--- config.mk ---
export PLATFORM = sky130hd
export DESIGN_NAME = iir_out_requant
export DESIGN_NICKNAME = d
export VERILOG_FILES = /design/src/rtl/iir_out_requant.sv
export SDC_FILE = /design/constraint.sdc
export NUM_CORES = 1
export LEC_CHECK = 0
export ABC_AREA = 1
export ABC_CLOCK_PERIOD_IN_PS = 2500
export CAP_MARGIN = 20
export CORE_ASPECT_RATIO = 0.8
export CORE_MARGIN = 2
export CORE_UTILIZATION = 55
export CTS_CLUSTER_SIZE = 20
export DETAILED_ROUTE_END_ITERATION = 12
export GPL_TIMING_DRIVEN = 0
export PLACE_DENSITY = 0.8
export SLEW_MARGIN = 20
export SYNTH_ARGS = -nofsm -noshare
export SYNTH_HDL_FRONTEND = slang
export SYNTH_SLANG_ARGS = --single-unit
--- constraint.sdc ---
create_clock -name clk -period 2.5 [get_ports clk]
set_clock_uncertainty 0.2 [all_clocks]
set_input_delay 0.5 -clock clk [delete_from_list [all_inputs] [get_ports clk]]
set_output_delay 0.5 -clock clk [all_outputs]
set_load 0.01 [all_outputs]
--- src/rtl/iir_out_requant.sv ---
// Output requantizer for a wide IIR filter: decimates, rounds half-up, saturates
// to OUT_WIDTH and buffers results in a first-word-fall-through FIFO.
module iir_out_requant #(
  parameter int IN_WIDTH  = 30,
  parameter int OUT_WIDTH = 14,
  parameter int SHIFT     = 15,
  parameter int DEC       = 1,
  parameter int DEPTH     = 4
) (
  input  logic                     clk,
  input  logic                     n_rst,
  input  logic [IN_WIDTH-1:0]      din,
  input  logic                     din_valid,
  output logic [OUT_WIDTH-1:0]     dout,
  output logic                     dout_valid,
  input  logic                     dout_ready,
  output logic                     sat_flag,
  input  logic                     sat_clr,
  output logic [15:0]              drop_cnt,
  output logic [$clog2(DEPTH):0]   fifo_level
);

  localparam int AW    = $clog2(DEPTH);
  localparam int CNT_W = (DEC > 1) ? $clog2(DEC) : 1;
  localparam int CW    = ((IN_WIDTH + 1) > OUT_WIDTH ? (IN_WIDTH + 1) : OUT_WIDTH) + 1;

  localparam logic [CNT_W-1:0]     CNT_LAST = CNT_W'(DEC - 1);
  localparam logic [IN_WIDTH:0]    HALF     = {{IN_WIDTH{1'b0}}, 1'b1} << (SHIFT - 1);
  localparam logic signed [CW-1:0] SAT_MAX  = ({{(CW-1){1'b0}}, 1'b1} << (OUT_WIDTH - 1))
                                              - {{(CW-1){1'b0}}, 1'b1};
  localparam logic signed [CW-1:0] SAT_MIN  = ~SAT_MAX;
  localparam logic [AW:0]          LVL_ONE  = (AW+1)'(1'b1);
  localparam logic [AW:0]          LVL_FULL = (AW+1)'(DEPTH);
  localparam logic [AW-1:0]        PTR_ONE  = AW'(1'b1);

  logic [CNT_W-1:0]           cnt_r;
  logic                       s1_valid_r;
  logic [OUT_WIDTH-1:0]       s1_data_r;
  logic                       sat_flag_r;

  logic [OUT_WIDTH-1:0]       mem_r [DEPTH];
  logic [AW-1:0]              wr_ptr_r;
  logic [AW-1:0]              rd_ptr_r;
  logic [AW:0]                level_r;
  logic [OUT_WIDTH-1:0]       dout_r;
  logic                       dout_valid_r;
  logic [15:0]                drop_cnt_r;

  logic                       accept_s;
  logic signed [IN_WIDTH:0]   r_s;
  logic signed [IN_WIDTH:0]   q_s;
  logic signed [CW-1:0]       q_ext_s;
  logic [OUT_WIDTH-1:0]       sat_val_s;
  logic                       sat_s;

  logic                       pop_s;
  logic                       full_s;
  logic                       push_s;
  logic                       drop_s;
  logic [AW-1:0]              rd_next_s;
  logic [AW:0]                level_nxt_s;
  logic [OUT_WIDTH-1:0]       head_nxt_s;

  // Round half up (toward +inf) then clamp into the output range
  always_comb begin
    accept_s  = din_valid && (cnt_r == {CNT_W{1'b0}});
    r_s       = $signed({din[IN_WIDTH-1], din}) + $signed(HALF);
    q_s       = r_s >>> SHIFT;
    q_ext_s   = CW'(q_s);
    sat_val_s = {OUT_WIDTH{1'b0}};
    sat_s     = 1'b0;
    if (q_ext_s > SAT_MAX) begin
      sat_val_s = SAT_MAX[OUT_WIDTH-1:0];
      sat_s     = 1'b1;
    end else if (q_ext_s < SAT_MIN) begin
      sat_val_s = SAT_MIN[OUT_WIDTH-1:0];
      sat_s     = 1'b1;
    end else begin
      sat_val_s = q_ext_s[OUT_WIDTH-1:0];
      sat_s     = 1'b0;
    end
  end

  // Decimation phase, stage-1 result register and sticky saturation flag
  always_ff @(posedge clk or negedge n_rst) begin
    if (!n_rst) begin
      cnt_r      <= {CNT_W{1'b0}};
      s1_valid_r <= 1'b0;
      s1_data_r  <= {OUT_WIDTH{1'b0}};
      sat_flag_r <= 1'b0;
    end else begin
      if (din_valid) begin
        if (cnt_r == CNT_LAST) begin
          cnt_r <= {CNT_W{1'b0}};
        end else begin
          cnt_r <= cnt_r + CNT_W'(1'b1);
        end
      end
      s1_valid_r <= accept_s;
      if (accept_s) begin
        s1_data_r <= sat_val_s;
      end
      // A new saturation wins over a coincident clear
      if (accept_s && sat_s) begin
        sat_flag_r <= 1'b1;
      end else if (sat_clr) begin
        sat_flag_r <= 1'b0;
      end
    end
  end

  // FIFO control and next head value, so dout can be held in a register
  always_comb begin
    pop_s     = dout_valid_r && dout_ready;
    full_s    = (level_r == LVL_FULL);
    push_s    = s1_valid_r && (!full_s || pop_s);
    drop_s    = s1_valid_r && full_s && !pop_s;
    rd_next_s = rd_ptr_r + PTR_ONE;
    case ({push_s, pop_s})
      2'b10:   level_nxt_s = level_r + LVL_ONE;
      2'b01:   level_nxt_s = level_r - LVL_ONE;
      default: level_nxt_s = level_r;
    endcase
    // Pop of the last entry with a push means the pushed word becomes the head
    if (level_nxt_s == {(AW+1){1'b0}}) begin
      head_nxt_s = {OUT_WIDTH{1'b0}};
    end else if (pop_s) begin
      if (level_r == LVL_ONE) begin
        head_nxt_s = s1_data_r;
      end else begin
        head_nxt_s = mem_r[rd_next_s];
      end
    end else if (level_r == {(AW+1){1'b0}}) begin
      head_nxt_s = s1_data_r;
    end else begin
      head_nxt_s = dout_r;
    end
  end

  // FIFO storage, pointers, registered outputs and saturating drop counter
  always_ff @(posedge clk or negedge n_rst) begin
    if (!n_rst) begin
      for (int i = 0; i < DEPTH; i++) begin
        mem_r[i] <= {OUT_WIDTH{1'b0}};
      end
      wr_ptr_r     <= {AW{1'b0}};
      rd_ptr_r     <= {AW{1'b0}};
      level_r      <= {(AW+1){1'b0}};
      dout_r       <= {OUT_WIDTH{1'b0}};
      dout_valid_r <= 1'b0;
      drop_cnt_r   <= 16'd0;
    end else begin
      if (push_s) begin
        mem_r[wr_ptr_r] <= s1_data_r;
        wr_ptr_r        <= wr_ptr_r + PTR_ONE;
      end
      if (pop_s) begin
        rd_ptr_r <= rd_next_s;
      end
      level_r      <= level_nxt_s;
      dout_valid_r <= (level_nxt_s != {(AW+1){1'b0}});
      dout_r       <= head_nxt_s;
      if (drop_s && (drop_cnt_r != 16'hFFFF)) begin
        drop_cnt_r <= drop_cnt_r + 16'd1;
      end
    end
  end

  assign dout       = dout_r;
  assign dout_valid = dout_valid_r;
  assign sat_flag   = sat_flag_r;
  assign drop_cnt   = drop_cnt_r;
  assign fifo_level = level_r;

endmodule

==> results_tabular.tex <==
\begin{tabular}{lr}
\hline
Metric & Value \\
\hline
\multicolumn{2}{l}{\textbf{Critical path}} \\
Worst Path Class, Setup & reg -> reg \\
Arrival time worst endpoint & $\sim$2.5 ns \\
Kind of start point of the critical path & register \\
Crit Path Max Fanout & 5 \\
Kind of end point of the critical path & register \\
Library cell contributing the largest single delay on the critical path & dfrtp\_1 \\
Worst path cell trace & inv\_2 -> ha\_4 -> nand3\_4 -> nand2\_4 -> inv\_2 -> ha\_4 -> inv\_1 -> nand2\_1 -> o211ai\_1 -> o21ai\_1 -> nor2\_1 -> nand2\_2 -> buf\_8 -> o21ai\_1 -> a21oi\_1 \\
Critical path data required time & around 2.5 ns \\
Slowest cell delay on critical path & 0.42 ns \\
\multicolumn{2}{l}{\textbf{Route}} \\
Remaining number of nets flagged by the antenna check after routing & 0 \\
Mean number of vias per cell & 5.79 \\
Wirelength per Cell & approximately 17 um \\
Drt drc & 0 \\
Number of optimization iterations in the first detailed-route pass & 5 \\
Number of DRC violations after detailed-routing iteration 0 & $\sim$410 \\
Number of vias in the routed layout & 4744 \\
Final WL & between 10000 and 15000 um \\
\multicolumn{2}{l}{\textbf{Pwr}} \\
Logic gate share of total power & between 40\% and 50\% \\
Static leakage power & just over 3 nW \\
Pwr Density & between 1000 and 1500 mW/mm\^{}2 \\
Total internal power & roughly 4.5 mW \\
Max IR drop VDD & 0.769 mV \\
Share of power burned in the clock network & 19.1\% \\
Share of total power in sequential cells & 38.0\% \\
Switching part of the total & between 30\% and 40\% \\
Switch Pwr & 2.94 mW \\
\multicolumn{2}{l}{\textbf{Logic synthesis}} \\
Count of unique library cells instantiated by Yosys & 35 \\
Share of flip-flops with an asynchronous set or reset & 100\% \\
Syn Std Cell Area & 0.00535 mm\^{}2 \\
Synthesized netlist net count & 668 \\
Commonest register cell after synthesis & dfrtp\_1 \\
Synthesis-stage register bit count & 110 \\
Synthesized instance count & 621 \\
Average cell area after synthesis & roughly 8.6 um\^{}2 \\
Top area cells in the synthesized netlist & dfrtp\_1, nand2\_1, o21ai\_0, xor2\_1, inv\_1 \\
Synthesis Warnings & 0 \\
Number of flops mapped to enable cells by yosys & 0 \\
Fraction of synthesized cell area taken by the top area cell type & approximately 50\% \\
Sequential fraction of the synthesis area & 51.5\% \\
Synth area leader & dfrtp\_1 \\
\multicolumn{2}{l}{\textbf{Floorplan}} \\
Die X & 114 um \\
Top Ports & 70 \\
Core footprint & 0.00953 mm\^{}2 \\
Row count & 32 \\
Starting density of the core & 56.1\% \\
Die ar. & 0.0105 mm\^{}2 \\
Height of the die & 92.2 um \\
\multicolumn{2}{l}{\textbf{GRT}} \\
Vias in the first global route & around 4500 \\
All-Layer GR Usage & 27.4\% \\
Initial antenna violation count & 0 \\
Sum of overflow across all layers after global routing & 0 \\
Global-route wire length before repair & 22300 um \\
Maximum number of pins on one net before global-route repair & 79 \\
\multicolumn{2}{l}{\textbf{Place}} \\
Placed cell count & 796 \\
Port bufs & 55 \\
RePlAce Congestion & 0.888 \\
Estimated wirelength of the detail-placed design & 9460 um \\
\multicolumn{2}{l}{\textbf{Clocking}} \\
TritonCTS buffer count & 9 \\
Buffers from clock root to sink, at most & 2 \\
Total number of H-tree levels & 3 \\
Cell at the root of the clock tree & clkbuf\_16 \\
Clock-pin slew on the worst setup and hold paths & 0.07 ns \\
Clock tree from TritonCTS & built \\
Insertion delay to the later sink of the worst-skew pair & approximately 0.35 ns \\
Sink Count & 110 \\
\multicolumn{2}{l}{\textbf{Cells and area}} \\
Synthesis-to-layout area growth & 22.4\% \\
Most common library cell in the layout ignoring fill and taps & nand2\_1 \\
Final layout net count & 744 \\
Final core utilization & 68.7\% \\
Most frequent cells in the layout & nand2\_1, dfrtp\_1, o21ai\_0 \\
Final cell count without fillers & roughly 800 \\
Total of fill cells in the finished design & 758 \\
Share of cells above drive strength 1 & 10.4\% \\
Number of diodes added for antenna fixing & 0 \\
\multicolumn{2}{l}{\textbf{Timing}} \\
Highest attainable clock frequency & just over 400 MHz \\
Final period utilization & 97.1\% \\
Final Hold Violating Endpoints & 0 \\
Headroom to the max-slew limit & a little over half \\
Minimum clock period after layout & 2.43 ns \\
Slew at the pin with the worst max-slew slack & 0.677 ns \\
Number of pins exceeding their max-slew limit in the final report & 0 \\
Endpoints failing setup & 0 \\
\multicolumn{2}{l}{\textbf{Worst hold path}} \\
Class of the worst hold path & reg -> reg \\
\multicolumn{2}{l}{\textbf{Flow run}} \\
Maximum capacitance violations & 0 \\
\multicolumn{2}{l}{\textbf{Outcome}} \\
Result of the run & completed \\
\hline
\end{tabular}
## cells in the mapped netlist, drive strengths merged, types with 4 or more instances
| cell type | n |
|---|---|
| nand2 | 183 |
| dfrtp | 110 |
| o21ai | 91 |
| inv | 46 |
| nor2 | 37 |
| a21oi | 29 |
| xor2 | 19 |
| o22ai | 17 |
| nand3 | 15 |
| buf | 13 |
| ha | 12 |
| clkbuf | 10 |
| nor3 | 10 |
| xnor2 | 9 |
| o211ai | 4 |
| o221ai | 4 |
## area by class of cell
cell class | count | area (um^2) | share of cell area [%]
buffer | 23 | 128 | 1.95
inverter | 47 | 181 | 2.77
clock buffer | 10 | 239 | 3.65
timing repair buffer | 65 | 669 | 10.2
multi-input combinational | 441 | 2370 | 36.3
clock inverter | 5 | 50.0 | 0.765
tap | 119 | 149 | 2.28
sequential | 110 | 2750 | 42.1
## logic make-up after synthesis
kind of cell	Yosys count	share of synthesized area [%]
flops	110	51.5
fa+ha+maj	12	2.81
simple gates	250	20.0
xor+xnor	28	4.59
compound gates	151	15.6
buf+inv	70	5.52
## metrics by stage
step,cell area [um^2],worst slack (ns),hold WS [ns],power (mW),setup TNS (ns)
floorplan,5350,0.177,0.00441,4.50,0
global placement,6040,-3.21,0.261,5.48,-359.07
detailed placement,6070,-0.686,0.202,5.64,-10.13
CTS,6410,0.0186,0.285,7.15,0
global route,6540,-0.0393,0.306,7.93,-0.176
finish,6540,0.0714,0.284,7.47,0
## power groups by stage
stage | Clock (mW) | Sequential (mW) | Combinational [mW]
final | 1.43 | 2.84 | 3.21
after global routing | 1.49 | 2.91 | 3.53
after CTS | 1.42 | 2.81 | 2.91
after detailed placement | 0 | 2.84 | 2.80
after global placement | 0 | 2.81 | 2.67
after floorplan | 0 | 2.83 | 1.67
## what timing repair did
| item | in CTS | in global routing |
|---|---|---|
| resized for setup | 5 | 19 |
| hold buffers | 1 | 0 |
| buffers inserted | 3 | 4 |
| setup endpoints to repair | 15 | 25 |
| endpoints found under the hold margin | 32 | 0 |
| pin swaps | 1 | 4 |
| cloned | 0 | 1 |
## registers in the layout, indices dropped and copies added (netlist names)
signal      flops
mem_r          56
drop_cnt       16
dout           14
s1_data_r      14
fifo_level      3
rd_ptr_r        2
wr_ptr_r        2
dout_valid      1
s1_valid_r      1
sat_flag        1
## worst max-delay path: cells and delay by family, from the launching register on
family	cells	cell delay, ns
adder cells (fa/ha/maj)	2	0.34
AND/OR/NAND/NOR	5	0.56
flip-flops	1	0.42
AO/OA/AOI/OAI	4	0.37
buffers and inverters	4	0.43
## final timing paths
kind                                from             to  slack (ns)  cells after the start
min in group asynchronous          n_rst  fifo_level[1]        0.40                      2
min reg2reg                     sat_flag       sat_flag        0.28                      2
min                             sat_flag       sat_flag        0.28                      2
max in group asynchronous          n_rst      mem_r[35]        1.02                      3
max reg2reg                fifo_level[1]       dout[12]        0.07                     15
max                        fifo_level[1]       dout[12]        0.07                     15
## metal layers
metal	GRT usage, %	vias to the layer above	share of wire (%)	wire length [um]
met5	0	-	0	0
met4	8.43	0	2.1	301
met3	5.09	31	6.6	937
met2	43.0	201	48	6720
met1	38.8	2314	44	6150
li1	-	2198	-	-
Note: power is estimated with default switching activity, not from simulation.
